<file path="config.mk">
export PLATFORM = sky130hd
export DESIGN_NAME = memaccess
export DESIGN_NICKNAME = d
export VERILOG_FILES = /design/src/rtl/echo_pkg.sv /design/src/rtl/load_extend.sv /design/src/rtl/memaccess.sv
export SDC_FILE = /design/constraint.sdc
export NUM_CORES = 1
export LEC_CHECK = 0
export CAP_MARGIN = 15
export CELL_PAD_IN_SITES_DETAIL_PLACEMENT = 0
export CELL_PAD_IN_SITES_GLOBAL_PLACEMENT = 1
export CORE_AREA = 4 4 193 158
export CTS_CLUSTER_DIAMETER = 80
export DETAILED_ROUTE_END_ITERATION = 16
export DIE_AREA = 0 0 197 162
export PLACE_DENSITY = 0.84
export SLEW_MARGIN = 30
export SYNTH_ARGS = -nofsm -noshare
export SYNTH_HDL_FRONTEND = slang
export SYNTH_SLANG_ARGS = --single-unit
</file>
<file path="constraint.sdc">
create_clock -name clk -period 5.5 [get_ports clk]
set_input_delay 0.55 -clock clk [delete_from_list [all_inputs] [get_ports clk]]
set_output_delay 0.55 -clock clk [all_outputs]
set_load 0.02 [all_outputs]
</file>
<file path="src/rtl/echo_pkg.sv">
// Shared constants for the memory-access stage: datapath width, funct3
// load/store encodings, FSM states and the alignment rule.
package echo_pkg;
    localparam int XLEN = 32;

    localparam logic [2:0] F3_B  = 3'b000;
    localparam logic [2:0] F3_H  = 3'b001;
    localparam logic [2:0] F3_W  = 3'b010;
    localparam logic [2:0] F3_BU = 3'b100;
    localparam logic [2:0] F3_HU = 3'b101;

    typedef enum logic {
        IDLE,
        WAIT
    } state_t;

    // funct3[1:0] encodes the access size for loads and stores alike.
    function automatic logic addr_ok(input logic [2:0] funct3, input logic [1:0] lo);
        case (funct3[1:0])
            2'b00:   addr_ok = 1'b1;
            2'b01:   addr_ok = ~lo[0];
            default: addr_ok = (lo == 2'b00);
        endcase
    endfunction
endpackage

</file>
<file path="src/rtl/load_extend.sv">
// Selects the addressed byte/halfword lane of a load word and sign- or
// zero-extends it according to funct3.
module load_extend #(
    parameter int XLEN = echo_pkg::XLEN
) (
    input  logic [2:0]      funct3,
    input  logic [1:0]      lo,
    input  logic [XLEN-1:0] rdata,
    output logic [XLEN-1:0] data
);
    import echo_pkg::*;

    logic [7:0]  b;
    logic [15:0] h;

    assign b = rdata[{lo, 3'b000} +: 8];
    assign h = rdata[{lo[1], 4'b0000} +: 16];

    always_comb begin
        case (funct3)
            F3_B:    data = {{(XLEN-8){b[7]}}, b};
            F3_BU:   data = {{(XLEN-8){1'b0}}, b};
            F3_H:    data = {{(XLEN-16){h[15]}}, h};
            F3_HU:   data = {{(XLEN-16){1'b0}}, h};
            F3_W:    data = rdata;
            default: data = rdata;
        endcase
    end
endmodule

</file>
<file path="src/rtl/memaccess.sv">
// Pipeline memory stage: passes ALU results through, issues one aligned
// load/store at a time on a req/ack bus and stalls upstream until it completes.
module memaccess #(
    parameter int XLEN = echo_pkg::XLEN
) (
    input  logic            clk,
    input  logic            rst,
    input  logic            en,
    input  logic [4:0]      rd,
    input  logic [XLEN-1:0] res,
    input  logic [XLEN-1:0] store_val,
    input  logic [2:0]      funct3,
    input  logic            is_load,
    input  logic            is_store,
    input  logic [XLEN-1:0] pcp4,
    input  logic            use_pcp4,
    output logic            stall,
    output logic            en_out,
    output logic [4:0]      rd_out,
    output logic [XLEN-1:0] res_out,
    output logic [XLEN-1:0] pcp4_out,
    output logic            use_pcp4_out,
    output logic            mem_req,
    output logic            mem_we,
    output logic [XLEN-1:0] mem_addr,
    output logic [XLEN-1:0] mem_wdata,
    output logic [3:0]      mem_wstrb,
    input  logic [XLEN-1:0] mem_rdata,
    input  logic            mem_ack,
    output logic            misaligned
);
    import echo_pkg::*;

    state_t          state, state_nx;
    logic            access, aligned, start;
    logic [3:0]      wstrb_nx;
    logic [XLEN-1:0] wdata_nx, ld_data;
    logic [4:0]      rd_q;
    logic [2:0]      f3_q;
    logic [1:0]      lo_q;
    logic [XLEN-1:0] pcp4_q;
    logic            use_q, ld_q;

    assign access  = is_load | is_store;
    assign aligned = addr_ok(funct3, res[1:0]);
    assign start   = (state == IDLE) && en && access && aligned;
    assign stall   = !rst && (start || (state == WAIT && !mem_ack));

    always_comb begin
        wstrb_nx = 4'b1111;
        wdata_nx = store_val;
        case (funct3[1:0])
            2'b00: begin
                wstrb_nx = 4'b0001 << res[1:0];
                wdata_nx = {(XLEN/8){store_val[7:0]}};
            end
            2'b01: begin
                wstrb_nx = 4'b0011 << res[1:0];
                wdata_nx = {(XLEN/16){store_val[15:0]}};
            end
            default: ;
        endcase
    end

    always_ff @(posedge clk or posedge rst) begin
        if (rst) state <= IDLE;
        else     state <= state_nx;
    end

    always_comb begin
        state_nx = state;
        case (state)
            IDLE:    if (start) state_nx = WAIT;
            WAIT:    if (mem_ack) state_nx = IDLE;
            default: state_nx = IDLE;
        endcase
    end

    load_extend #(.XLEN(XLEN)) u_ext (
        .funct3 (f3_q),
        .lo     (lo_q),
        .rdata  (mem_rdata),
        .data   (ld_data)
    );

    always_ff @(posedge clk or posedge rst) begin
        if (rst) begin
            en_out       <= 1'b0;
            rd_out       <= '0;
            res_out      <= '0;
            pcp4_out     <= '0;
            use_pcp4_out <= 1'b0;
            misaligned   <= 1'b0;
            mem_req      <= 1'b0;
            mem_we       <= 1'b0;
            mem_addr     <= '0;
            mem_wdata    <= '0;
            mem_wstrb    <= '0;
            rd_q         <= '0;
            f3_q         <= '0;
            lo_q         <= '0;
            pcp4_q       <= '0;
            use_q        <= 1'b0;
            ld_q         <= 1'b0;
        end else begin
            en_out     <= 1'b0;
            misaligned <= 1'b0;
            case (state)
                IDLE: if (en) begin
                    if (!access || !aligned) begin
                        en_out       <= 1'b1;
                        misaligned   <= access;
                        rd_out       <= access ? 5'd0 : rd;
                        res_out      <= res;
                        pcp4_out     <= pcp4;
                        use_pcp4_out <= use_pcp4;
                    end else begin
                        // A simultaneous load+store flag is executed as a load.
                        mem_req   <= 1'b1;
                        mem_we    <= is_store & ~is_load;
                        mem_addr  <= {res[XLEN-1:2], 2'b00};
                        mem_wdata <= wdata_nx;
                        mem_wstrb <= wstrb_nx;
                        rd_q      <= is_load ? rd : 5'd0;
                        f3_q      <= funct3;
                        lo_q      <= res[1:0];
                        pcp4_q    <= pcp4;
                        use_q     <= use_pcp4;
                        ld_q      <= is_load;
                    end
                end
                WAIT: if (mem_ack) begin
                    mem_req      <= 1'b0;
                    en_out       <= 1'b1;
                    rd_out       <= rd_q;
                    res_out      <= ld_q ? ld_data : {mem_addr[XLEN-1:2], lo_q};
                    pcp4_out     <= pcp4_q;
                    use_pcp4_out <= use_q;
                end
                default: ;
            endcase
        end
    end
endmodule

</file>
After elaboration in Yosys (flattened, before gate mapping)
Index checks and enable logic that the tools add are counted.

storage, ports and cells
  register bits = 185
  output and inout bits = 143
  input port bits = 143
  logic and storage cells = 90

operators by class
  eq/ne operators = 8
  reductions and logical operators = 17
  bitwise gates (word level) = 6
  muxes and demuxes = 37
  shifts and indexed selects = 4

operators with widths
  operator               count
  $mux W32               7
  $pmux W32 S2           3
  $pmux W32 S4           1
  $shiftx A32 B6 Y16     1
  $shiftx A32 B6 Y8      1
  $mux W5                5
  $mux W1                14
  $pmux W1 S2            5
  $pmux W5 S2            1
  $reduce_and A3 Y1      3
  $pmux W4 S2            1
  $eq A3 B3 Y1 const B   2
  $ne A2 B2 Y1 const B   3
  $logic_and A1 B1 Y1    5
  $logic_not A1 Y1       4
  $logic_not A2 Y1       2
  $not A1 Y1             4
  $shl A1 B2 Y4 const A  1
  $shl A2 B2 Y4 const A  1
  $eq A3 B1 Y1 const B   1
  $logic_not A3 Y1       1
  $eq A2 B1 Y1 const B   1
  $logic_or A1 B1 Y1     2
  $ne A2 B1 Y1 const B   1
  2 further kinds        2

Depth between registers and ports, before layout
  depth in word-level cells = 7
  depth in mapped cells = 8
  mapped depth without buffers = 6

Hierarchy
Synthesis repeated with hierarchy kept, for this count alone.

second synthesis, totals
  cells, all modules = 778
  area, all modules = 9669.3 um^2

modules (own cells, without submodules)
  module       instances  sequential area each (um^2)  cells an instance  area each (um^2)
  memaccess    1          4629.4                       669                9041.2
  load_extend  1          0.0                          109                628.1

Worst setup path after synthesis
OpenSTA, ideal clock, no wires.

  kind = input -> output
  start point = input port rst
  end point = output port stall
  required time = 4.950 ns
  slack = -0.002 ns
  data arrival time = 4.952 ns
  stages on the path = 2
  path buffers = 0
  cell sequence = inv_1 > and2_1

on the way
  cells in the longest elaborated chain, start to end = 2

RTL lines
  element                     line             text
  from (decl)                 memaccess.sv:7   input logic rst,
  $logic_not A1 Y1 (no line)  -
  $logic_and A1 B1 Y1         memaccess.sv:47  assign stall = !rst && (start || (state == WAIT && !mem_ack));
  to (decl)                   memaccess.sv:17  output logic stall,

Every way passes these cells.

Worst setup path after layout
  start point = register state
  end point = output port stall

on the way
  cells in the longest elaborated chain, start to end = 6
  elaborated cells on any way between the ends = 7
  those cells by class = 1 x bitwise; 6 x reduce/logical

RTL lines
  element                            line             text
  from (decl)                        memaccess.sv:34  state_t state, state_nx;
  from (signal assigned)             memaccess.sv:67  else state <= state_nx;
  $not A1 Y1 (no line)               -
  $logic_and A1 B1 Y1 (3 in series)  memaccess.sv:46  assign start = (state == IDLE) && en && access && aligned;
  $logic_or A1 B1 Y1 (*)             memaccess.sv:47
  $logic_and A1 B1 Y1 (*)            memaccess.sv:47

Mark *: on every way between the ends. The rest lies on a longest branch, timed or not.

==> impl_results.html <==
<table>
<tr><th>Metric</th><th>Value</th></tr>
<tr><th colspan="2">Clock tree</th></tr>
<tr><td>Root Buffer Master</td><td>clkbuf_16</td></tr>
<tr><td>CTS H-tree lvls</td><td>4</td></tr>
<tr><td>Hold buffer count at cts</td><td>0</td></tr>
<tr><td>Number of buffers on the longest clock path</td><td>2</td></tr>
<tr><td>CTS sink count</td><td>185</td></tr>
<tr><td>Clock tree from TritonCTS</td><td>yes</td></tr>
<tr><td>Post-cts sizing count</td><td>0</td></tr>
<tr><td>Worst-path clk slew</td><td>0.07 ns</td></tr>
<tr><td>Number of buffers created by CTS</td><td>17</td></tr>
<tr><td>Postcts setup bufs</td><td>0</td></tr>
<tr><td>Insertion delay of the later-clocked pin in the worst-skew pair</td><td>0.44 ns</td></tr>
<tr><th colspan="2">Routing</th></tr>
<tr><td>Initial DRT Pass Iterations</td><td>5</td></tr>
<tr><td>Total length of routed wires</td><td>30240 um</td></tr>
<tr><td>Initial detailed-routing violation count</td><td>489</td></tr>
<tr><td>Per-cell routed wire length</td><td>19.01 um</td></tr>
<tr><td>Per-cell via count in the routed design</td><td>5.053</td></tr>
<tr><td>DRC violations left</td><td>0</td></tr>
<tr><td>Vias</td><td>8040</td></tr>
<tr><td>Antenna-violating nets left</td><td>0</td></tr>
<tr><th colspan="2">Worst setup path</th></tr>
<tr><td>Critical path fanouts, max</td><td>38</td></tr>
<tr><td>Setup slack, reg-to-reg</td><td>2.60 ns</td></tr>
<tr><td>Critical Path Max Stage Delay</td><td>0.69 ns</td></tr>
<tr><td>Signal arrival time at the worst endpoint</td><td>3.12 ns</td></tr>
<tr><td>Capturing point of the worst reg2reg path</td><td>mem_wdata[19]$_DFFE_PP0P_</td></tr>
<tr><td>Instance count on the critical path</td><td>6</td></tr>
<tr><td>Worst Path Required</td><td>4.95 ns</td></tr>
<tr><td>Cells along the critical path</td><td>nand2b_1, nor2_1, nand3_4, o21ai_0, and2_1, clkdlybuf4s50_1</td></tr>
<tr><td>Top delay family on crit path</td><td>simple AND/OR/NAND/NOR gates</td></tr>
<tr><td>Critical Path Start</td><td>state$_DFF_PP0_</td></tr>
<tr><td>Crit path buffers/inverters</td><td>1</td></tr>
<tr><td>Worst setup EP type</td><td>output pin</td></tr>
<tr><td>Worst reg2reg path startpoint</td><td>state$_DFF_PP0_</td></tr>
<tr><td>Crit path to</td><td>stall</td></tr>
<tr><td>Element type at the critical path start</td><td>flip-flop</td></tr>
<tr><td>Depth of the worst register-to-register path</td><td>7</td></tr>
<tr><td>Worst path slowest cell</td><td>dfrtp_4</td></tr>
<tr><td>Critical path class</td><td>reg2out</td></tr>
<tr><th colspan="2">Hold path</th></tr>
<tr><td>Hold Startpoint</td><td>rd_q[1]$_DFFE_PP0P_</td></tr>
<tr><td>HP Class</td><td>reg2reg</td></tr>
<tr><th colspan="2">Global routing</th></tr>
<tr><td>Number of antenna violations at the first check in global routing</td><td>2</td></tr>
<tr><td>Via count of the first global-routing pass</td><td>7942</td></tr>
<tr><td>Overall fraction of global-route tracks in use</td><td>18.66%</td></tr>
<tr><td>Global-route wire length before repair</td><td>46790 um</td></tr>
<tr><td>Largest net degree at the start of global routing</td><td>76</td></tr>
<tr><td>Residual overflow from global routing</td><td>0</td></tr>
<tr><th colspan="2">Die</th></tr>
<tr><td>Initial core utilization</td><td>30.49%</td></tr>
<tr><td>Overall die height</td><td>162 um</td></tr>
<tr><td>Floorplan row count</td><td>56</td></tr>
<tr><td>X dimension of the die</td><td>197 um</td></tr>
<tr><td>Floorplan Core Area</td><td>28730 um^2</td></tr>
<tr><td>Top-level port count</td><td>286</td></tr>
<tr><td>Die ar.</td><td>31910 um^2</td></tr>
<tr><th colspan="2">Place</th></tr>
<tr><td>GP Congestion</td><td>0.8363</td></tr>
<tr><td>Port buffer count</td><td>283</td></tr>
<tr><td>Area after DPL</td><td>11890 um^2</td></tr>
<tr><td>DP Worst Slack</td><td>1.830 ns</td></tr>
<tr><td>HPWL after detailed placement</td><td>21170 um</td></tr>
<tr><th colspan="2">Final layout</th></tr>
<tr><td>Post-route cell area</td><td>12510 um^2</td></tr>
<tr><td>Ratio of cells with drive above 1 in the final layout</td><td>5.766%</td></tr>
<tr><td>Fill cell instance count of the final layout</td><td>2799</td></tr>
<tr><td>Final net count</td><td>1344</td></tr>
<tr><td>Total area of multi-input combinational cells</td><td>3780 um^2</td></tr>
<tr><td>Footprint of the flip-flops and latches</td><td>4633 um^2</td></tr>
<tr><td>Number of antenna repair diodes</td><td>0</td></tr>
<tr><td>Area added between synthesis and finish</td><td>42.78%</td></tr>
<tr><th colspan="2">Run status</th></tr>
<tr><td>Status</td><td>completed</td></tr>
<tr><th colspan="2">Power</th></tr>
<tr><td>Worst VDD drop</td><td>0.2222 mV</td></tr>
<tr><td>Power per cell area</td><td>414.4 nW/um^2</td></tr>
<tr><td>Total design power</td><td>5.183 mW</td></tr>
<tr><td>Reported leakage power</td><td>5.397 nW</td></tr>
<tr><th colspan="2">Synth</th></tr>
<tr><td>Async SR Flop Fraction</td><td>100.0%</td></tr>
<tr><td>Synth Register Bits</td><td>185</td></tr>
<tr><td>Number of synthesis warnings</td><td>0</td></tr>
<tr><td>Mapped cell area</td><td>8760 um^2</td></tr>
<tr><td>Cell variety after synth</td><td>48</td></tr>
<tr><td>Flip-flop cell with the highest count after synthesis</td><td>dfrtp_1</td></tr>
<tr><td>Dominant cells by area after synthesis</td><td>dfrtp_1, nand2_1, mux2i_1</td></tr>
<tr><td>Area share of the largest cell type after synthesis</td><td>52.85%</td></tr>
<tr><td>EDFF count, synth</td><td>0</td></tr>
<tr><td>Post-synthesis instance total</td><td>961</td></tr>
<tr><td>Sequential element share of the synthesized area</td><td>52.85%</td></tr>
<tr><td>Cell type contributing the most total cell area after synthesis</td><td>dfrtp_1</td></tr>
<tr><td>Average instance area after synthesis</td><td>9.115 um^2</td></tr>
<tr><th colspan="2">Timing</th></tr>
<tr><td>Minimum clock period</td><td>3.674 ns</td></tr>
<tr><td>Number of max-slew violations in the final report</td><td>0</td></tr>
<tr><td>Number of hold violations in the final report</td><td>0</td></tr>
<tr><td>Transition at the pin with the smallest max-transition slack</td><td>0.8515 ns</td></tr>
<tr><td>Clock Skews</td><td>0.01434 ns</td></tr>
<tr><td>FMAX</td><td>272.2 MHz</td></tr>
<tr><td>Fin Setup TNS</td><td>0 ns</td></tr>
<tr><td>RSZ-0062 raised after global routing</td><td>false</td></tr>
<tr><td>Total of endpoints with negative setup slack in the final report</td><td>0</td></tr>
<tr><td>Share of the clock period used by the worst path after layout</td><td>66.81%</td></tr>
<tr><td>Worst-case headroom to the max-slew limit</td><td>43.23%</td></tr>
<tr><td>Post-route setup slack</td><td>1.826 ns</td></tr>
<tr><td>Min Hold Slack</td><td>0.4713 ns</td></tr>
<tr><th colspan="2">Job</th></tr>
<tr><td>Max-cap violation count</td><td>0</td></tr>
</table>
[metrics by stage]
step	utilization (%)	std cells
final	43.54	1591
after global routing	43.54	1591
after CTS	43.51	1591
after detailed placement	41.40	1559
after global placement	41.08	1555
after floorplan	-	962
[layer usage]
metal / track usage (%) / vias to the layer above / wire length (um)
met1: 25.95 / 3875 / 13290
met2: 28.11 / 364 / 13450
met4: 5.829 / 4 / 677
met3: 5.620 / 43 / 2793
li1: - / 3754 / -
met5: 0 / - / 34
[worst min path at each step]
stage,end,slack (ns),cells after the start
floorplan,rd_q[0]$_DFFE_PP0P_,0.44,2
global placement,rd_q[4]$_DFFE_PP0P_,0.45,2
detailed placement,rd_q[1]$_DFFE_PP0P_,0.46,2
CTS,rd_q[1]$_DFFE_PP0P_,0.48,2
global route,pcp4_q[8]$_DFFE_PP0P_,0.50,2
finish,rd_q[1]$_DFFE_PP0P_,0.47,2
[cells by family after synthesis]
logic type	count (synthesis)	synth area share (%)
xor gates and xnor gates	1	0.1000
muxes	67	8.513
buffers and inverters	82	4.328
DFF	185	52.85
other	1	0.04281
and+or+nand+nor	430	19.81
AOI/OAI and AO/OA	195	14.36
[state kept, by name, summed over array words and instances (netlist names), 4 cells and up]
name,flops
mem_addr,30
mem_wdata,32
mem_wstrb,4
pcp4_out,32
pcp4_q,32
rd_out,5
rd_q,5
res_out,32
[area by class of cell]
| class | instances | area share [%] |
|---|---|---|
| clock buffers | 19 | 3.541 |
| clock inverters | 13 | 1.321 |
| inverters | 7 | 0.2401 |
| multi-input cells | 695 | 30.22 |
| flip-flops and latches | 185 | 37.04 |
| well taps | 377 | 3.772 |
| repair buffers | 295 | 23.86 |
[worst min-delay path, cell delays in order, from the launching register on]
cell and delay (ns):
dfrtp_1 0.35, nand2_1 0.05, nand2_1 0.05
[synth_stat cells, types with 10 or more instances]
cell      count
a21oi_1      29
a221oi_1     13
and2_1       18
buf_2        21
clkbuf_1     40
dfrtp_1     185
mux2_2       10
mux2i_1      52
nand2_1     297
nand3_1      16
nor2_1       75
o21ai_0      74
o221ai_1     24
[power by group]
part | total (mW) | internal [mW] | leakage (nW) | switching (mW)
registers | 2.01 | 1.72 | 2.25 | 0.293
logic | 1.86 | 0.866 | 2.84 | 0.998
clock network | 1.31 | 0.735 | 0.299 | 0.572
[cell usage in the layout (no fill, tap or decap), types with 15 or more instances in the layout]
cell type	synthesis	routed
nand2_1	297	297
clkdlybuf4s50_1	0	283
dfrtp_1	185	184
nor2_1	75	75
o21ai_0	74	74
mux2i_1	52	52
a21oi_1	29	29
o221ai_1	24	24
and2_1	18	18
clkbuf_16	0	17
nand3_1	16	15
Power figures use the tool's default switching activity.
